$ cat src/rtl/sc_fifo_pkg.sv
// ----------------------------------------------------------------------------
// sc_fifo_pkg
//
// Shared definitions for the single-clock FIFO stream adapters.
//   MAX_FIFO_LATENCY  largest supported FIFO read latency (output register on)
//   DEF_DWIDTH        default word width used across the datapath
//   word_t            default-width data word
//   buf_depth()       prefetch buffer entries needed to hide a read latency
//   cnt_width()       width of an occupancy counter for that buffer
//   ptr_width()       width of a circular-buffer pointer for a given depth
// ----------------------------------------------------------------------------
package sc_fifo_pkg;

    localparam int MAX_FIFO_LATENCY = 2;
    localparam int DEF_DWIDTH       = 8;

    typedef logic [DEF_DWIDTH-1:0] word_t;

    // One entry per outstanding read plus one for the word being presented,
    // which is what lets the stream run at one word per cycle.
    function automatic int buf_depth(input int fifo_latency);
        return fifo_latency + 1;
    endfunction

    // The counter must be able to represent a completely full buffer.
    function automatic int cnt_width(input int fifo_latency);
        return $clog2(buf_depth(fifo_latency) + 1);
    endfunction

    function automatic int ptr_width(input int depth);
        return (depth > 1) ? $clog2(depth) : 1;
    endfunction

endpackage

$ cat src/rtl/sc_stream_buf.sv
// ----------------------------------------------------------------------------
// sc_stream_buf
//
// Small circular register buffer that holds words captured from the FIFO
// read port and presents the oldest one as a registered stream head.
//
// Ports:
//   clock      system clock, rising edge
//   rst        synchronous active-high reset (pointers, count, head register)
//   push       write push_data at the write pointer this cycle
//   push_data  word to store
//   pop        head word consumed this cycle
//   out_valid  registered: buffer holds at least one word
//   out_data   registered head word; stable while not popped
//   occupancy  number of words currently held
// ----------------------------------------------------------------------------
module sc_stream_buf
    import sc_fifo_pkg::*;
#(
    parameter  int DWIDTH = DEF_DWIDTH,
    parameter  int DEPTH  = 2,
    localparam int CNT_W  = $clog2(DEPTH + 1),
    localparam int PTR_W  = ptr_width(DEPTH)
) (
    input  logic              clock,
    input  logic              rst,
    input  logic              push,
    input  logic [DWIDTH-1:0] push_data,
    input  logic              pop,
    output logic              out_valid,
    output logic [DWIDTH-1:0] out_data,
    output logic [CNT_W-1:0]  occupancy
);

    logic [DWIDTH-1:0] mem [DEPTH];
    logic [PTR_W-1:0]  wr_ptr;
    logic [PTR_W-1:0]  rd_ptr;
    logic [PTR_W-1:0]  rd_ptr_nxt;
    logic [CNT_W-1:0]  occ_nxt;
    logic [DWIDTH-1:0] head_nxt;

    // Pointers wrap at DEPTH, which need not be a power of two.
    function automatic logic [PTR_W-1:0] ptr_inc(input logic [PTR_W-1:0] p);
        return (p == PTR_W'(DEPTH - 1)) ? '0 : p + PTR_W'(1);
    endfunction

    always_comb begin
        rd_ptr_nxt = pop ? ptr_inc(rd_ptr) : rd_ptr;

        occ_nxt = occupancy;
        if (push && !pop) begin
            occ_nxt = occupancy + CNT_W'(1);
        end else if (pop && !push) begin
            occ_nxt = occupancy - CNT_W'(1);
        end

        // The next head is the word being written this cycle only when the
        // buffer is (or is about to be) empty; otherwise it is already stored.
        // This is a path into the head register, never to the out_data pins.
        if (push && (wr_ptr == rd_ptr_nxt)) begin
            head_nxt = push_data;
        end else begin
            head_nxt = mem[rd_ptr_nxt];
        end
    end

    // Storage carries no reset: entries are only read once written.
    always_ff @(posedge clock) begin
        if (push) begin
            mem[wr_ptr] <= push_data;
        end
    end

    always_ff @(posedge clock) begin
        if (rst) begin
            wr_ptr    <= '0;
            rd_ptr    <= '0;
            occupancy <= '0;
            out_valid <= 1'b0;
            out_data  <= '0;
        end else begin
            assert (occupancy <= CNT_W'(DEPTH));
            if (push) begin
                wr_ptr <= ptr_inc(wr_ptr);
            end
            rd_ptr    <= rd_ptr_nxt;
            occupancy <= occ_nxt;
            out_valid <= (occ_nxt != '0);
            if (occ_nxt != '0) begin
                out_data <= head_nxt;
            end
        end
    end

endmodule

$ cat src/rtl/sc_fifo_stream_out.sv
// ----------------------------------------------------------------------------
// sc_fifo_stream_out
//
// Downstream adapter for the single-clock FIFO wrapper in standard-read mode.
// Turns the FIFO's "request now, data FIFO_LATENCY cycles later" read port
// into a valid/ready stream with a registered output and full throughput.
// Reads are issued speculatively into a BUF_DEPTH-entry prefetch buffer so
// that every read in flight always has a slot to land in.
//
// Parameters:
//   DWIDTH        word width, must match the upstream FIFO
//   FIFO_LATENCY  cycles from fifo_rdreq to valid fifo_q; 1 or 2
//
// Ports:
//   clock           system clock, rising edge
//   rst             synchronous active-high reset
//   fifo_empty      upstream FIFO empty flag
//   fifo_rdreq      read request to the upstream FIFO (combinational)
//   fifo_q          upstream FIFO read data
//   out_valid       output word valid
//   out_ready       consumer accepts; transfer when out_valid && out_ready
//   out_data        registered output word
//   occupancy       words held in the buffer (reads in flight excluded)
//   xfer_cnt        [SC_FIFO_STREAM_OUT_CNT_EN] completed transfers, mod 2^32
//   empty_read_err  [SC_FIFO_STREAM_OUT_CNT_EN] sticky: read issued while empty
//
// Optional feature macro: SC_FIFO_STREAM_OUT_CNT_EN
// ----------------------------------------------------------------------------
module sc_fifo_stream_out
    import sc_fifo_pkg::*;
#(
    parameter  int DWIDTH       = DEF_DWIDTH,
    parameter  int FIFO_LATENCY = 1,
    localparam int BUF_DEPTH    = buf_depth(FIFO_LATENCY),
    localparam int CNT_W        = cnt_width(FIFO_LATENCY)
) (
    input  logic              clock,
    input  logic              rst,
    input  logic              fifo_empty,
    output logic              fifo_rdreq,
    input  logic [DWIDTH-1:0] fifo_q,
    output logic              out_valid,
    input  logic              out_ready,
    output logic [DWIDTH-1:0] out_data,
    output logic [CNT_W-1:0]  occupancy
`ifdef SC_FIFO_STREAM_OUT_CNT_EN
    ,
    output logic [31:0]       xfer_cnt,
    output logic              empty_read_err
`endif
);

    // One extra bit so occupancy + inflight can never wrap before the compare.
    localparam int ACC_W = CNT_W + 1;

    logic [FIFO_LATENCY-1:0] rdreq_pipe;
    logic [CNT_W-1:0]        inflight;
    logic [ACC_W-1:0]        demand;
    logic                    pop;
    logic                    cap;

    assign pop = out_valid && out_ready;
    assign cap = rdreq_pipe[FIFO_LATENCY-1];

    always_comb begin
        inflight = '0;
        for (int i = 0; i < FIFO_LATENCY; i++) begin
            inflight = inflight + CNT_W'(rdreq_pipe[i]);
        end
    end

    // Counting this cycle's pop frees its slot immediately, which is what
    // keeps a continuously-ready consumer fed every cycle.
    always_comb begin
        demand     = ACC_W'(occupancy) + ACC_W'(inflight) - ACC_W'(pop);
        fifo_rdreq = !rst && !fifo_empty && (demand < ACC_W'(BUF_DEPTH));
    end

    // Stage boundary: read request -> read data arrival (FIFO_LATENCY deep).
    always_ff @(posedge clock) begin
        if (rst) begin
            rdreq_pipe <= '0;
        end else begin
            rdreq_pipe <= (rdreq_pipe << 1) | FIFO_LATENCY'(fifo_rdreq);
        end
    end

    // Stage boundary: captured word -> registered stream head.
    sc_stream_buf #(
        .DWIDTH (DWIDTH),
        .DEPTH  (BUF_DEPTH)
    ) u_buf (
        .clock     (clock),
        .rst       (rst),
        .push      (cap),
        .push_data (fifo_q),
        .pop       (pop),
        .out_valid (out_valid),
        .out_data  (out_data),
        .occupancy (occupancy)
    );

`ifdef SC_FIFO_STREAM_OUT_CNT_EN
    always_ff @(posedge clock) begin
        if (rst) begin
            xfer_cnt       <= '0;
            empty_read_err <= 1'b0;
        end else begin
            if (pop) begin
                xfer_cnt <= xfer_cnt + 32'd1;
            end
            if (fifo_rdreq && fifo_empty) begin
                empty_read_err <= 1'b1;
            end
        end
    end
`endif

endmodule

$ cat config.mk
export PLATFORM = sky130hd
export DESIGN_NAME = sc_fifo_stream_out
export DESIGN_NICKNAME = d
export VERILOG_FILES = /design/src/rtl/sc_fifo_pkg.sv /design/src/rtl/sc_stream_buf.sv /design/src/rtl/sc_fifo_stream_out.sv
export SDC_FILE = /design/constraint.sdc
export NUM_CORES = 1
export LEC_CHECK = 0
export BUFFER_PORTS_ARGS = -buffer_cell sky130_fd_sc_hd__buf_2
export CORE_MARGIN = 2
export CORE_UTILIZATION = 53
export DETAILED_ROUTE_END_ITERATION = 16
export PLACE_DENSITY = 0.77
export SYNTH_ARGS = -nofsm -noshare
export SYNTH_HDL_FRONTEND = slang
export SYNTH_HIERARCHICAL = 1
export SYNTH_SLANG_ARGS = --single-unit
$ cat constraint.sdc
create_clock -name clock -period 3.25 [get_ports clock]
set_clock_uncertainty 0.2 [all_clocks]
set_input_delay 0.65 -clock clock [delete_from_list [all_inputs] [get_ports clock]]
set_output_delay 0.65 -clock clock [all_outputs]
set_load 0.05 [all_outputs]
### Word level (Yosys, flattened, before mapping)

Memories as Yosys holds them, arrays and structs flattened. A register that Yosys moved wholly into a read port is not among the register bits.
Index checks and enable logic that the tools add are counted.

| word-level totals | value |
|---|---|
| input port bits | 12 |
| output and inout bits | 12 |
| memory bits (writable) | 16 |
| memories | 1 |
| word-level logic and storage cells | 30 |
| bits in registers | 6 |

| cells by class | value |
|---|---|
| $add $sub $neg | 6 |
| $lt $le $gt $ge | 1 |
| mux-type cells | 7 |
| reduce and logical (&&, ||, !) cells | 10 |

Memory list:

| name | words | width | rd ports | clocked after Yosys merged registers in | write ports | line | RTL |
|---|---|---|---|---|---|---|---|
| u_buf.mem | 2 | 8 | 1 | 1 | 1 | sc_stream_buf.sv:35 | `logic [DWIDTH-1:0] mem [DEPTH];` |

Operator list:

| cell | count |
|---|---|
| $logic_and 1x1->1 | 5 |
| $mux 1 | 5 |
| $logic_not 1->1 | 4 |
| $mux 2 | 2 |
| $add 2x1->3 | 1 |
| $lt 3x2->1 const B | 1 |
| $sub 3x1->3 | 1 |
| $add 1x1->1 const B | 2 |
| $add 2x1->2 const B | 1 |
| $reduce_bool 2->1 | 1 |
| $sub 2x1->2 const B | 1 |

### Depth between registers and ports, before layout

| depth | value |
|---|---|
| depth in word-level cells | 5 |
| mapped depth | 6 |
| mapped depth without buffers | 6 |

### By module

The synthesis kept the hierarchy.

Modules (own cells, without submodules):

| module | instances | cells each | sequential area each (um^2) | area an instance (um^2) |
|---|---|---|---|---|
| sc_stream_buf | 1 | 76 | 740.7 | 1162.4 |
| sc_fifo_stream_out | 1 | 9 | 20.0 | 95.1 |

### Worst setup path before layout

Ideal clock, no wire load.

| path | value |
|---|---|
| path kind | register to output |
| start | reg u_buf.out_valid |
| end | out fifo_rdreq |
| arrival | 3.644 ns |
| setup slack | -1.244 ns |
| path buffers | 0 |
| stages on the path, launching flop included | 7 |
| required time | 2.400 ns |
| path through | dfxtp_1 -> and2_1 -> ha_1 -> nand2b_1 -> fa_1 -> xor2_1 -> nor4b_1 |

| on the way | value |
|---|---|
| longest elaborated chain between the ends | 4 |

Ends and longest elaborated chain:

| what | line | RTL |
|---|---|---|
| from (decl) | sc_stream_buf.sv:30 | `output logic out_valid,` |
| from (signal assigned) | sc_stream_buf.sv:88 | `out_valid <= (occ_nxt != '0);` |
| $logic_and 1x1->1 | sc_fifo_stream_out.sv:62 | `assign pop = out_valid && out_ready;` |
| named net pop | sc_fifo_stream_out.sv:59 | `logic pop;` |
| $sub 3x1->3 | sc_fifo_stream_out.sv:75 | `demand = ACC_W'(occupancy) + ACC_W'(inflight) - ACC_W'(pop);` |
| $lt 3x2->1 | sc_fifo_stream_out.sv:76 | `fifo_rdreq = !rst && !fifo_empty && (demand < ACC_W'(BUF_DEPTH));` |
| $logic_and 1x1->1 | sc_fifo_stream_out.sv:76 |  |
| to (decl) | sc_fifo_stream_out.sv:40 | `output logic fifo_rdreq,` |

The timed path passes the listed nets, and every way through them passes these cells.

### Worst setup path after layout

| path | value |
|---|---|
| start | in out_ready |
| end | out fifo_rdreq |

| on the way | value |
|---|---|
| longest elaborated chain between the ends | 4 |

Ends and longest elaborated chain:

| what | line | RTL |
|---|---|---|
| from (decl) | sc_fifo_stream_out.sv:43 | `input logic out_ready,` |
| $logic_and 1x1->1 | sc_fifo_stream_out.sv:62 |  |
| named net pop | sc_fifo_stream_out.sv:59 |  |
| $sub 3x1->3 | sc_fifo_stream_out.sv:75 |  |
| $lt 3x2->1 | sc_fifo_stream_out.sv:76 |  |
| $logic_and 1x1->1 | sc_fifo_stream_out.sv:76 |  |

The timed path passes the listed nets, and every way through them passes these cells.

==> flow_summary.yaml <==
logic_synthesis:
  syn-mean-instance-area_um2: 14.79
  synth.yosys.seq_area_share: 0.6050
  register_bit_count_reported_by_yosys: 30
  post_synth_inst_count: 85
  syn_nets: 99
  synth.lib_cells_used.distinct: 25
  synth-warning-count: 6
  synthesis.area_um2: 1257
job:
  drv_cap: 0
placement:
  dpl.cell_count: 139
  io_buffer_count: 23
  gpl.final_weighted_congestion: 0.7458
route:
  detail_route.iter0.violations: 14
  routed-via-count: 782
  viasPerCell: 5.320
  route.antenna.remaining_nets: 0
  drc: 0
  drt-pass1-iter-count: 4
  detail_route.wirelength_um: 2151
  wl_per_cell_um: 14.63
timing:
  fin_worst_hold_slack_ns: 0.2683
  period_utilization_post_route: 0.9741
  tightest_slew_ns: 0.5142
  slew_viol_final: 0
  finalCriticalPeriod_ns: 3.166
  slew_headroom: 0.6572
  timing_hold_violations_final: 0
  report.final.setup_viol: 0
  max_freq_mhz: 315.9
  setup_repair_after_global_routing_missed_its_margin: "no"
global_routing:
  number_of_global_route_vias_before_repair: 744
  grt_antenna_before_repair: 0
  grt_start_max_net_pins: 10
  global_route.usage.total: 0.1801
  grt_pass1_wl_um: 3346
  grt_remaining_overflow: 0
critical_path:
  worst_ep_arrival_time_ns: 2.32
  critical_path.max_stage_delay_ns: 0.38
  timing_worst_setup_path_type: "input pin to primary output"
  slowest_stage: "sky130_fd_sc_hd__fa_2"
  r2r.worst_path.cells: 7
  worst-path-buf-inv: 2
  setup.reg_to_reg.worst_slack_ns: 1.04
  start_kind: "input pin"
  cp-end-kind: "primary output"
  r2r_end: "u_buf/out_data[1]"
  path_cells: "buf_2, and2_4, ha_4, nand2b_4, fa_2, xor2_2, nor4b_4, buf_4"
  reg2reg_from: "u_buf/out_valid"
  critical_path_peak_fanout: 2
  cp_top_family: "adder cells"
  critical_path_required_ns: 2.40
clock_tree:
  htreeDepth: 2
  cts_tree: "yes"
  clock_edge_transition_at_the_registers_on_the_reported_setup_and_hold_paths_ns: 0.09
  cts_root_buffer: "sky130_fd_sc_hd__clkbuf_4"
  cts_max_path_buffers: 2
  insertion_delay_ns: 0.31
  clock_sink_total: 30
  tritoncts.num_buffers: 5
floorplanning:
  die_w_um: 52.71
  initial_core_util: 0.5630
  fp.dieArea_um2: 2778
  core.rowCount: 17
  num_io_pins: 24
  die_h_um: 52.71
  core-area_um2: 2233
power:
  power_per_cell_area_nw_per_um2: 1054
  vdd.ir_drop.worst_mv: 0.7443
  design_power_total_mw: 1.631
  leakagePower_nw: 0.6513
layout:
  design.final.nets: 132
  multi_input_area_um2: 533.0
  final_non_filler_cell_total: 147
  utilization: 0.6930
  final-seq-area_um2: 765.7
  syn2layout_area_growth_pct: 23.08
  antenna_cells: 0
  layout-drive-gt1-share: 0.4370
  nFillCells: 175
hold_path:
  hold_class: "flip-flop to flip-flop"
  hp-start: "u_buf/out_data[5]"
  hold-path-cell-count: 1
  hold_end: "u_buf/out_data[5]"
outcome:
  status: "completed"
-- synthesized netlist by cell type --
cell type                   number  share of area
sky130_fd_sc_hd__xnor2_1         3          0.021
sky130_fd_sc_hd__xnor2_4         1          0.022
sky130_fd_sc_hd__a21oi_1         1         0.0040
sky130_fd_sc_hd__and2_1          2         0.0099
sky130_fd_sc_hd__mux2i_1         8          0.064
sky130_fd_sc_hd__nor2b_1         1         0.0050
sky130_fd_sc_hd__nand3b_1        2          0.012
sky130_fd_sc_hd__clkbuf_1        1         0.0030
sky130_fd_sc_hd__nor4b_1         2          0.014
sky130_fd_sc_hd__dfxtp_1        14           0.22
sky130_fd_sc_hd__o21ai_0         2         0.0080
sky130_fd_sc_hd__inv_1           2         0.0060
sky130_fd_sc_hd__nor2_1          4          0.012
sky130_fd_sc_hd__or2b_1          1         0.0060
sky130_fd_sc_hd__xor2_1          2          0.014
sky130_fd_sc_hd__or3_1           1         0.0050
sky130_fd_sc_hd__mux2i_4         1          0.018
sky130_fd_sc_hd__edfxtp_1       16           0.38
sky130_fd_sc_hd__nand2b_1        1         0.0050
sky130_fd_sc_hd__nor3b_1         1         0.0060
sky130_fd_sc_hd__and3b_2         1         0.0080
sky130_fd_sc_hd__fa_1            1          0.016
sky130_fd_sc_hd__o2bb2ai_1       8          0.056
sky130_fd_sc_hd__ha_1            1         0.0099
sky130_fd_sc_hd__mux2_2          8          0.072
-- layer usage --
layer,vias to the layer above,GRT usage,share of wire
met2,18,0.2750,0.49
met5,-,0,0
li1,385,-,-
met1,374,0.2099,0.44
met4,0,0.08974,0.021
met3,5,0.08571,0.043
-- sequential cells by signal, indices dropped and copies added, names as in the netlist --
name	cells
cap	1
u_buf/occupancy	2
u_buf/wr_ptr	1
u_buf/out_data	8
u_buf/mem	16
u_buf/rd_ptr	1
u_buf/out_valid	1
-- area by class of cell --
cell class	count	share of cell area
Sequential cell	30	0.4947
Multi-Input combinational cell	52	0.3444
Timing Repair Buffer	27	0.09539
Clock buffer	6	0.03314
Tap cell	28	0.02264
Clock inverter	2	0.004850
Inverter	2	0.004850
-- worst register-to-register path: stages (launching register included) --
cell	delay, ns
sky130_fd_sc_hd__dfxtp_2	0.32
sky130_fd_sc_hd__and2_4	0.16
sky130_fd_sc_hd__buf_4	0.16
sky130_fd_sc_hd__xor2_1	0.19
sky130_fd_sc_hd__or3_1	0.35
sky130_fd_sc_hd__a21oi_1	0.40
sky130_fd_sc_hd__buf_4	0.22
sky130_fd_sc_hd__o2bb2ai_1	0.12
-- kinds of logic after synthesis --
family                     after synthesis  share of synthesized area
DFF                                     30                     0.6050
muxes                                   17                     0.1532
and+or+nand+nor                         16                    0.08260
AOI/OAI and AO/OA                       11                    0.06766
xor gates and xnor gates                 6                    0.05673
buffers and inverters                    3                   0.008955
adders and majority gates                2                    0.02587
-- stage by stage --
step	setup TNS, ns	area [µm²]	setup slack, ns
floorplan	-0.06598	1306	-0.06598
global placement	0	1483	0.06006
detailed placement	0	1483	0.02407
CTS	0	1543	0.007258
global route	0	1548	0.04507
finish	0	1548	0.08424
-- worst max path at each step --
| stage | slack [ns] | endpoint | cells after the start | from |
|---|---|---|---|---|
| CTS | 0.007 | fifo_rdreq | 7 | cap |
| global route | 0.05 | fifo_rdreq | 7 | cap |
| finish | 0.08 | fifo_rdreq | 8 | out_ready |
| detailed placement | 0.02 | fifo_rdreq | 8 | out_ready |
| global placement | 0.06 | fifo_rdreq | 8 | out_ready |
| floorplan | -0.07 | fifo_rdreq | 6 | out_ready |
-- what timing repair did --
action                     in CTS  in global routing
setup endpoints to repair       1                  1
hold buffers                    0                  0
gates resized for setup         1                  3
setup buffers                   0                  0
-- cell usage in the layout, fill, tap and decap left out, drive strengths merged, types with 4 or more instances in the layout --
cell     instances
nor2             4
edfxtp          16
clkbuf           6
mux2i            9
o2bb2ai          8
xnor2            4
buf             27
mux2             8
dfxtp           14
-- power breakdown --
group,switching [mW],internal [mW],total (mW),leakage [nW]
registers,0.0750,0.519,0.594,0.262
logic,0.505,0.313,0.818,0.356
clock network,0.118,0.100,0.218,0.0333
Power figures use the tool's default switching activity.
